## src/rtl/somador_3bits_bcd.sv

```systemverilog
// Three-digit packed-BCD adder with decimal carry-in/carry-out and registered outputs.
// Ripple of three digit cells (units -> tens -> hundreds); Y/Cout update on every rising clk.
module somador_3bits_bcd (
  input  logic        clk,
  input  logic        rst_n,
  input  logic [11:0] A,
  input  logic [11:0] B,
  input  logic        Cin,
  output logic [11:0] Y,
  output logic        Cout
);

  // Returns {carry_out, digit}. Non-decimal nibbles follow the same rule, so the result is never X.
  function automatic logic [4:0] digit_cell(input logic [3:0] a, input logic [3:0] b, input logic c);
    logic [4:0] s;
    logic [4:0] adj;
    s   = {1'b0, a} + {1'b0, b} + {4'b0000, c};
    adj = s + 5'd6;
    if (s > 5'd9) begin
      return {1'b1, adj[3:0]};
    end else begin
      return {1'b0, s[3:0]};
    end
  endfunction

  logic [4:0]  cell0_s;
  logic [4:0]  cell1_s;
  logic [4:0]  cell2_s;
  logic [11:0] sum_s;
  logic        cout_s;
  logic [11:0] y_r;
  logic        cout_r;

  // Ripple-carry chain of the three digit cells
  always_comb begin
    cell0_s = digit_cell(A[3:0],  B[3:0],  Cin);
    cell1_s = digit_cell(A[7:4],  B[7:4],  cell0_s[4]);
    cell2_s = digit_cell(A[11:8], B[11:8], cell1_s[4]);
    sum_s   = {cell2_s[3:0], cell1_s[3:0], cell0_s[3:0]};
    cout_s  = cell2_s[4];
  end

  // Output registers, cleared immediately by reset
  always_ff @(posedge clk or negedge rst_n) begin
    if (!rst_n) begin
      y_r    <= 12'h000;
      cout_r <= 1'b0;
    end else begin
      y_r    <= sum_s;
      cout_r <= cout_s;
    end
  end

  assign Y    = y_r;
  assign Cout = cout_r;

endmodule

```

## config.mk

```make
export PLATFORM = sky130hd
export DESIGN_NAME = somador_3bits_bcd
export DESIGN_NICKNAME = d
export VERILOG_FILES = /design/src/rtl/somador_3bits_bcd.sv
export SDC_FILE = /design/constraint.sdc
export NUM_CORES = 1
export LEC_CHECK = 0
export CAP_MARGIN = 25
export CORE_MARGIN = 1.5
export CORE_UTILIZATION = 46
export CTS_CLUSTER_DIAMETER = 50
export DETAILED_ROUTE_END_ITERATION = 10
export PLACE_DENSITY = 0.84
export SYNTH_ARGS = -nofsm -noshare
export SYNTH_HDL_FRONTEND = slang
export SYNTH_SLANG_ARGS = --single-unit
```

## constraint.sdc

```tcl
create_clock -name clk -period 1 [get_ports clk]
set_input_delay 0.25 -clock clk [delete_from_list [all_inputs] [get_ports clk]]
set_output_delay 0.25 -clock clk [all_outputs]
set_load 0.02 [all_outputs]
```

# After elaboration in Yosys (flattened, before gate mapping)
# Cells that the tools add are included.
# totals
wordCells	17
ff_bits	13
inputBits	27
output_inout_bits	13
# op_classes
n_lt_le_gt_ge	3
muxes	3
add_sub_neg	9
# ops
op	n
adder 4 x 4 -> 5 bit	3
adder 5 x 1 -> 5 bit	3
> comparator 5 x 4 -> 1 bit (second input constant)	3
two-way mux 5 bit	3
adder 4 x 3 -> 4 bit (second input constant)	3

# Logic depth before layout (Yosys ltp)
# Gate-level depths: netlist of run 1.
# depth
word_depth	10
ltp_mapped	22
mapped_depth_nobuf	22

# Worst setup path before layout of run 1
# No wires, ideal clock.
# synth_timing
kind	input -> register
startpoint	input port A[0]
endpoint	register y_r[10], in the netlist Y[10]
path_buffers	0
t_arrival_ns	5.195
setup_ns	0.134
path_stages	22
t_required_ns	0.866
setup_slack_ns	-4.330
path_cell_list	fa_1 fa_1 xnor2_1 ha_1 a21boi_0 o41a_1 fa_1 inv_1 fa_1 inv_1 ha_1 nand2b_1 a22o_1 o31a_1 fa_1 inv_1 fa_1 xnor2_1 ha_1 a22o_1 o31a_1 mux2i_1
# synth_between
elab_chain_len	10
elab_cells_between_ends	11
classes_between	5 x add/sub; 3 x order compare; 3 x mux
# synth_lines
item	line	rtl
start: declaration	6	input logic [11:0] A,
adder 4 x 4 -> 5 bit (*)	17	s = {1'b0, a} + {1'b0, b} + {4'b0000, c};
adder 5 x 1 -> 5 bit (*)	17	
> comparator 5 x 4 -> 1 bit (*)	19	if (s > 5'd9) begin
two-way mux 5 bit (*)	19	
adder 5 x 1 -> 5 bit (*)	17	
> comparator 5 x 4 -> 1 bit (*)	19	
two-way mux 5 bit (*)	19	
adder 5 x 1 -> 5 bit (*)	17	
adder 4 x 3 -> 4 bit or > comparator 5 x 4 -> 1 bit (tied branches)	18, 19	
two-way mux 5 bit (*)	19	
named net cell2_s[2]	28	logic [4:0] cell2_s;
end signal: assignment	49	y_r <= sum_s;
end: declaration	31	logic [11:0] y_r;
# The timed path passes the listed nets; every way through them passes the cells marked *.

# Final worst setup path of run 1
# layout_timing
startpoint	input port A[1]
endpoint	register y_r[10], in the netlist Y[10]
# The elaborated chain is that of the path after synthesis.

==> results of run 1 <==
[sequential cells by signal, summed over array words and instances (netlist names)]
register	cells
Cout	1
Y	12
[cell usage after synthesis, drive strengths merged]
cell / number
a2111oi: 2
a21boi: 3
a21o: 3
a21oi: 8
a22o: 2
a31o: 1
and3: 2
and3b: 2
dfrtp: 13
fa: 6
ha: 14
inv: 13
mux2i: 3
nand2b: 1
nand3: 1
nand3b: 2
nor2: 2
nor2b: 1
o22ai: 2
o31a: 3
o41a: 1
or2: 2
xnor2: 6
[critical path: stages]
cell and delay (ps):
sky130_fd_sc_hd__clkdlybuf4s50_1 500, sky130_fd_sc_hd__fa_2 460, sky130_fd_sc_hd__xnor2_4 300, sky130_fd_sc_hd__ha_4 200, sky130_fd_sc_hd__a21boi_4 50, sky130_fd_sc_hd__o41a_1 430
sky130_fd_sc_hd__fa_2 380, sky130_fd_sc_hd__inv_2 80, sky130_fd_sc_hd__fa_2 460, sky130_fd_sc_hd__buf_4 160, sky130_fd_sc_hd__nor2_1 200, sky130_fd_sc_hd__a22o_1 240
sky130_fd_sc_hd__o31a_1 210, sky130_fd_sc_hd__fa_2 240, sky130_fd_sc_hd__inv_2 40, sky130_fd_sc_hd__fa_2 560, sky130_fd_sc_hd__inv_2 60, sky130_fd_sc_hd__ha_4 160
sky130_fd_sc_hd__a22o_4 250, sky130_fd_sc_hd__o31a_1 330, sky130_fd_sc_hd__mux2i_1 210
[through the flow]
| step | setup WS [ps] | total power [uW] | instances | TNS (ps) |
|---|---|---|---|---|
| after floorplan | -4273 | 1801 | 93 | -33240 |
| after global placement | -4797 | 2661 | 184 | -42210 |
| after detailed placement | -4919 | 2749 | 184 | -43310 |
| after CTS | -4233 | 3400 | 194 | -33860 |
| after global routing | -4658 | 3916 | 197 | -37990 |
| final | -4561 | 3803 | 197 | -36830 |
[worst max path at each step]
| stage | startpoint | end | slack, ps | cells past startpoint |
|---|---|---|---|---|
| floorplan | A[0] | Y[10] | -4270 | 22 |
| global placement | A[0] | Y[10] | -4800 | 23 |
| detailed placement | A[0] | Y[10] | -4920 | 23 |
| CTS | Cin | Y[10] | -4230 | 23 |
| global route | A[1] | Y[10] | -4660 | 21 |
| finish | A[1] | Y[10] | -4560 | 21 |
[metal layers]
| layer | share of wire, % | vias to the layer above | GRT usage (%) |
|---|---|---|---|
| li1 | - | 482 | - |
| met1 | 35 | 568 | 35.52 |
| met2 | 51 | 121 | 60.75 |
| met3 | 9.4 | 20 | 4.545 |
| met4 | 4.6 | 0 | 10.19 |
| met5 | 0 | - | 0 |
[cell families (layout without fill, tap and decap cells)]
logic type,Yosys count,in the layout
compound gates,25,25
xor+xnor,6,6
fa+ha+maj,20,20
buf+inv,13,90
flops,13,13
mux,3,3
simple gates,13,13
[where the power goes]
group | total [uW] | internal (uW) | switching, uW
registers | 864 | 730 | 134
logic | 2570 | 1370 | 1200
clock network | 365 | 156 | 209
[final cells by class]
class | instances | area share [%]
clock buffer | 4 | 1.368
inverter | 13 | 2.671
multi-input combinational | 67 | 42.54
sequential | 13 | 16.94
tap | 27 | 1.759
timing repair buffer | 73 | 34.72
[repair_timing]
item	in CTS	in global routing
resized for setup	104	12
hold buffers	0	0
buffers inserted	8	5
endpoints found under the setup margin	26	25
pin swaps	13	19
endpoints found under the hold margin	0	0
==> insert_results.sql, run 1 <==
INSERT INTO impl_metrics (metric_group, metric, value, unit) VALUES
('run_status', 'status', 'finished, violations left', ''),
('run_status', 'violations', 'setup timing', ''),
('route', 'violation_count_after_the_first_detailed_route_iteration', '70', ''),
('clock_tree', 'clock_tree_root_driver_cell', 'sky130_fd_sc_hd__clkbuf_4', ''),
('cells_and_area', 'layout.cells.most_common', 'sky130_fd_sc_hd__buf_4', ''),
('yosys', 'synth_cells', '93', ''),
('clock_tree', 'clk_pin_slew_worst_paths', '90', 'ps'),
('sta', 'maxClockFrequency', '0.1798', 'GHz'),
('power_and_ir_drop', 'irDropWorstVdd', '1.388', 'mV'),
('yosys', 'yosys-top-cells-area', 'sky130_fd_sc_hd__dfrtp_1 (32%), sky130_fd_sc_hd__ha_1 (17%), sky130_fd_sc_hd__fa_1 (12%)', ''),
('power_and_ir_drop', 'leakage', '0.0009044', 'uW'),
('critical_path', 'path_max_fanout', '3', ''),
('critical_path', 'crit_required', '1210', 'ps'),
('route', 'drt-vias-per-instance', '6.046', ''),
('sta', 'max-slew-margin-rel', '68.05', '%'),
('yosys', 'synth_seq_cells', '13', ''),
('clock_tree', 'cts_tree', 'yes', ''),
('die', 'site_row_count', '16', ''),
('global_route', 'grt_start_max_net_pins', '14', ''),
('yosys', 'synth-simple-area-share', '8.600', '%'),
('cells_and_area', 'syn2layout_area_growth', '88.57', '%'),
('sta', 'timing.hold.ws', '260.5', 'ps'),
('yosys', 'post_synth_instance_area', '1018', 'um2'),
('yosys', 'synth_compound_gate_area_share', '17.57', '%'),
('die', 'start_util', '50.37', '%'),
('critical_path', 'crit_path_launch_type', 'input port', ''),
('cells_and_area', 'final.fill_count', '55', ''),
('sta', 'worst_slew_pin_slew', '479.2', 'ps'),
('critical_path', 'critPathKind', 'in -> reg', ''),
('critical_path', 'worstSetupEndpointType', 'flip-flop', ''),
('placement', 'detailedPlacementHpwl', '2202', 'um'),
('cells_and_area', 'layout_common_cells', 'sky130_fd_sc_hd__buf_4 (32), sky130_fd_sc_hd__clkdlybuf4s50_1 (23), sky130_fd_sc_hd__buf_6 (17)', ''),
('cells_and_area', 'multi_input_area', '817.0', 'um2'),
('power_and_ir_drop', 'cell_area_power_density', '1980', 'nW/um2'),
('global_route', 'antenna_found_initial', '0', ''),
('clock_tree', 'cts_num_sinks', '13', ''),
('placement', 'globalplace.congestion', '0.7808', ''),
('cells_and_area', 'drive_gt1_share', '50.00', '%'),
('placement', 'io_buffer_count', '39', ''),
('yosys', 'synth.yosys.warnings', '0', ''),
('yosys', 'yosys.area.top_type_share', '31.94', '%'),
('yosys', 'syn_area_per_cell', '10.95', 'um2'),
('sta', 'grt_setup_unrepaired', 'true', ''),
('route', 'finalWirelength', '4625', 'um'),
('global_route', 'first_global_vias', '1227', ''),
('global_route', 'grt_first_pass_wirelength', '5837', 'um'),
('sta', 'timing_max_transition_violations_final', '0', ''),
('sta', 'finalSetupViolCount', '25', ''),
('flow_run', 'max_cap_violations', '0', ''),
('yosys', 'synthDominantAreaCellType', 'sky130_fd_sc_hd__dfrtp_1', ''),
('sta', 'final_hold_fails', '0', ''),
('yosys', 'synth_top_family_by_area', 'adder cells', ''),
('die', 'die-width', '50.06', 'um'),
('route', 'detail_route.wl_per_cell', '23.48', 'um'),
('min_path', 'worstHoldPathType', 'in -> async', ''),
('cells_and_area', 'nets', '218', ''),
('yosys', 'post_synth_fa_ha_maj_area_fraction', '28.99', '%'),
('yosys', 'synth_fp_nets', '140', ''),
('cells_and_area', 'finish.utilization', '94.99', '%'),
('route', 'via_count', '1191', ''),
('yosys', 'yosysUniqueCellTypes', '24', ''),
('clock_tree', 'cts_inserted_buffers', '3', ''),
('global_route', 'grt_overflow', '0', ''),
('sta', 'final.period_utilization', '556.1', '%'),
('route', 'final_antenna_net_count', '0', ''),
('die', 'ioPinCount', '40', ''),
('route', 'drc_errors', '0', ''),
('cells_and_area', 'area.sequential', '325.3', 'um2'),
('yosys', 'synth_xor_xnor_area_share', '5.160', '%'),
('yosys', 'yosys-mux-area-fraction', '2.948', '%'),
('clock_tree', 'clockBufferDepth', '2', ''),
('die', 'fp.dieArea', '2506', 'um2'),
('global_route', 'groute.usage.overall', '31.88', '%'),
('critical_path', 'critPathArrivalTime', '5770', 'ps'),
('die', 'floorplan.die.height', '50.06', 'um'),
('sta', 'min_period', '5561', 'ps'),
('cells_and_area', 'antenna_fix_cells', '0', ''),
('placement', 'detailed_place.area', '1700', 'um2'),
('route', 'drt_pre_antenna_iters', '4', ''),
('cells_and_area', 'final_design_area_no_fill', '1921', 'um2'),
('sta', 'finalWorstSetupSlack', '-4561', 'ps'),
('die', 'design.core.area', '2022', 'um2'),
('yosys', 'synth-seq-area-share', '31.94', '%'),
('clock_tree', 'cts_max_level', '1', '');
Note: power is estimated with default switching activity, not from simulation.
==> inputs of run 2 (changes only) <==
CORE_UTILIZATION = 40   (was 46)
PLACE_DENSITY = 0.74   (was 0.84)
==> run 2 against run 1 <==
  * The flow still finishes with violations (setup timing)
  * Total power fell by 8.8%
  * Clock power is 3% lower
  * Worst hold slack gained 11 ps
  * Worst setup slack improved by 350 ps
  * First-iteration DRC count down 90%
  * Sequential power is 4.5% lower
  * Cell count unchanged
  * Combinational power shrank 11%
  * Largest power group unchanged
==> insert_results.sql, run 2 (synthesis results as in run 1) <==
INSERT INTO impl_metrics (metric_group, metric, value, unit) VALUES
('run_status', 'status', 'finished, violations left', ''),
('run_status', 'violations', 'setup timing', ''),
('sta', 'grt_setup_unrepaired', 'true', ''),
('power_and_ir_drop', 'power.switching_fraction', '37.52', '%'),
('power_and_ir_drop', 'p_int', '2167', 'uW'),
('critical_path', 'slowest_stage', 'sky130_fd_sc_hd__fa_2', ''),
('power_and_ir_drop', 'irDropWorstVdd', '1.476', 'mV'),
('global_route', 'first_global_vias', '1007', ''),
('placement', 'place_worst_setup_slack', '-4855', 'ps'),
('critical_path', 'cp_top_family', 'adder cells', ''),
('die', 'site_row_count', '18', ''),
('route', 'detail_route.wl_per_cell', '13.27', 'um'),
('critical_path', 'path_max_fanout', '4', ''),
('power_and_ir_drop', 'share_clk_of_total_power', '10.2', '%'),
('power_and_ir_drop', 'total_switching_power', '1301', 'uW'),
('global_route', 'grt_overflow', '0', ''),
('sta', 'min_period', '5209', 'ps'),
('sta', 'worst_slew_pin_slew', '407.6', 'ps'),
('placement', 'detailedPlacementHpwl', '2060', 'um'),
('sta', 'finalSetupViolCount', '25', ''),
('critical_path', 'crit_chain', 'buf_6 > fa_2 > fa_2 > xnor2_4 > ha_2 > a21boi_2 > o41a_1 > fa_2 > inv_2 > fa_2 > inv_2 > buf_4 > ha_4 > a22o_1 > o31a_1 > fa_2 > inv_2 > fa_2 > inv_2 > ha_4 > a22o_4 > o31a_1 > xnor2_1', ''),
('route', 'drc_errors', '0', ''),
('critical_path', 'worstSetupEndpointType', 'flip-flop', ''),
('clock_tree', 'clock_tree_root_driver_cell', 'sky130_fd_sc_hd__clkbuf_4', ''),
('sta', 'final_hold_fails', '0', ''),
('cells_and_area', 'antenna_fix_cells', '0', ''),
('sta', 'max-slew-margin-rel', '72.58', '%'),
('cells_and_area', 'finish.utilization', '78.24', '%'),
('die', 'start_util', '41.87', '%'),
('critical_path', 'crit_required', '1180', 'ps'),
('sta', 'timing_max_transition_violations_final', '0', ''),
('route', 'drt_pre_antenna_iters', '4', ''),
('clock_tree', 'cts_inserted_buffers', '3', ''),
('critical_path', 'critPathKind', 'in -> reg', ''),
('cells_and_area', 'largest_register_ff_count', '12', ''),
('die', 'fp.dieArea', '2858', 'um2'),
('clock_tree', 'cts_max_level', '1', ''),
('sta', 'maxClockFrequency', '0.1920', 'GHz'),
('cells_and_area', 'layout.cells.most_common', 'sky130_fd_sc_hd__buf_4', ''),
('sta', 'final.period_utilization', '520.9', '%'),
('critical_path', 'crit_path_launch_type', 'input port', ''),
('critical_path', 'critPathBufInv', '6', ''),
('cells_and_area', 'layout_common_cells', 'sky130_fd_sc_hd__buf_4 (28), sky130_fd_sc_hd__clkdlybuf4s50_1 (22), sky130_fd_sc_hd__buf_6 (17)', ''),
('critical_path', 'cp_common_cell', 'sky130_fd_sc_hd__fa_2', ''),
('clock_tree', 'cts_tree', 'yes', ''),
('die', 'floorplan.die.height', '53.46', 'um'),
('clock_tree', 'cts_num_sinks', '13', ''),
('route', 'violation_count_after_the_first_detailed_route_iteration', '7', ''),
('die', 'die-width', '53.46', 'um'),
('global_route', 'grt_first_pass_wirelength', '4098', 'um'),
('min_path', 'worstHoldPathType', 'in -> async', ''),
('route', 'drt-vias-per-instance', '5.015', ''),
('clock_tree', 'clk_pin_slew_worst_paths', '90', 'ps'),
('sta', 'finalWorstSetupSlack', '-4209', 'ps'),
('sta', 'total_negative_setup_slack', '-33180', 'ps'),
('critical_path', 'timing.critical_path.slowest_cell_delay', '550', 'ps'),
('power_and_ir_drop', 'leakage', '0.0008809', 'uW'),
('power_and_ir_drop', 'p_comb_share', '66.1', '%'),
('global_route', 'grt_start_max_net_pins', '14', ''),
('route', 'finalWirelength', '2615', 'um'),
('power_and_ir_drop', 'cell_area_power_density', '1822', 'nW/um2'),
('placement', 'io_buffer_count', '39', ''),
('route', 'via_count', '988', ''),
('power_and_ir_drop', 'seqPwrFrac', '23.8', '%'),
('flow_run', 'max_cap_violations', '0', ''),
('global_route', 'groute.usage.overall', '20.26', '%'),
('clock_tree', 'clockBufferDepth', '2', ''),
('die', 'design.core.area', '2432', 'um2'),
('route', 'final_antenna_net_count', '0', ''),
('cells_and_area', 'nets', '215', ''),
('critical_path', 'critPathArrivalTime', '5390', 'ps'),
('power_and_ir_drop', 'total_power', '3468', 'uW'),
('global_route', 'antenna_found_initial', '0', ''),
('die', 'ioPinCount', '40', ''),
('cells_and_area', 'syn2layout_area_growth', '86.86', '%'),
('placement', 'globalplace.congestion', '0.8489', ''),
('cells_and_area', 'drive_gt1_share', '49.10', '%'),
('clock_tree', 'holdBufCountCts', '0', '');
run 2: cell types whose count changed in the layout (fill, tap and decap cells not counted), sizes merged:
cell	previous run	this run
buf	50	47
clkdlybuf4s50	23	22
dlygate4sd2	0	1
run 2: worst paths after layout:
| path | endpoint | from | cells after the start | slack, ps |
|---|---|---|---|---|
| max | Y[9] | A[0] | 23 | -4210 |
| min | Y[11] | rst_n | 2 | 270 |
| max in group asynchronous | Y[4] | rst_n | 2 | 600 |
| min in group clk | Y[0] | Cin | 2 | 300 |
run 2: layer usage:
layer / share of wire, % / routed length, um / global-route usage (%) / up-vias
li1: - / - / - / 482
met1: 37 / 980 / 22.03 / 476
met2: 58 / 1510 / 39.51 / 27
met3: 3.3 / 85 / 1.695 / 3
met4: 1.5 / 38 / 7.692 / 0
met5: 0 / 0 / 0 / -
run 2: what timing repair did:
item / 4_1_cts / 5_1_grt
endpoints found under the hold margin: 0 / 0
buffers inserted: 5 / 2
pin swaps: 17 / 16
endpoints found under the setup margin: 26 / 25
gates resized for setup: 107 / 9
run 2: cell type report:
cell class,instances,area [um2]
timing repair buffer,70,655.6
sequential,13,325.3
tap,30,37.54
inverter,13,48.80
clock buffer,4,26.28
multi-input combinational,67,809.5
fill,149,529.3
run 2: stage by stage:
step	hold WS [ps]	instance area, um2	cells
global placement	594.2	1717	187
CTS	278.8	1844	196
finish	271.9	1903	197
global route	282.0	1903	197
floorplan	-45.59	1089	93
detailed placement	593.9	1717	187
run 2: power groups by stage:
stage | Combinational, uW | Sequential [uW] | Clock (uW)
after CTS | 2150 | 826 | 353
after global routing | 2480 | 844 | 382
after floorplan | 741 | 1060 | 0
after global placement | 1880 | 790 | 0
after detailed placement | 1930 | 795 | 0
final | 2290 | 825 | 353
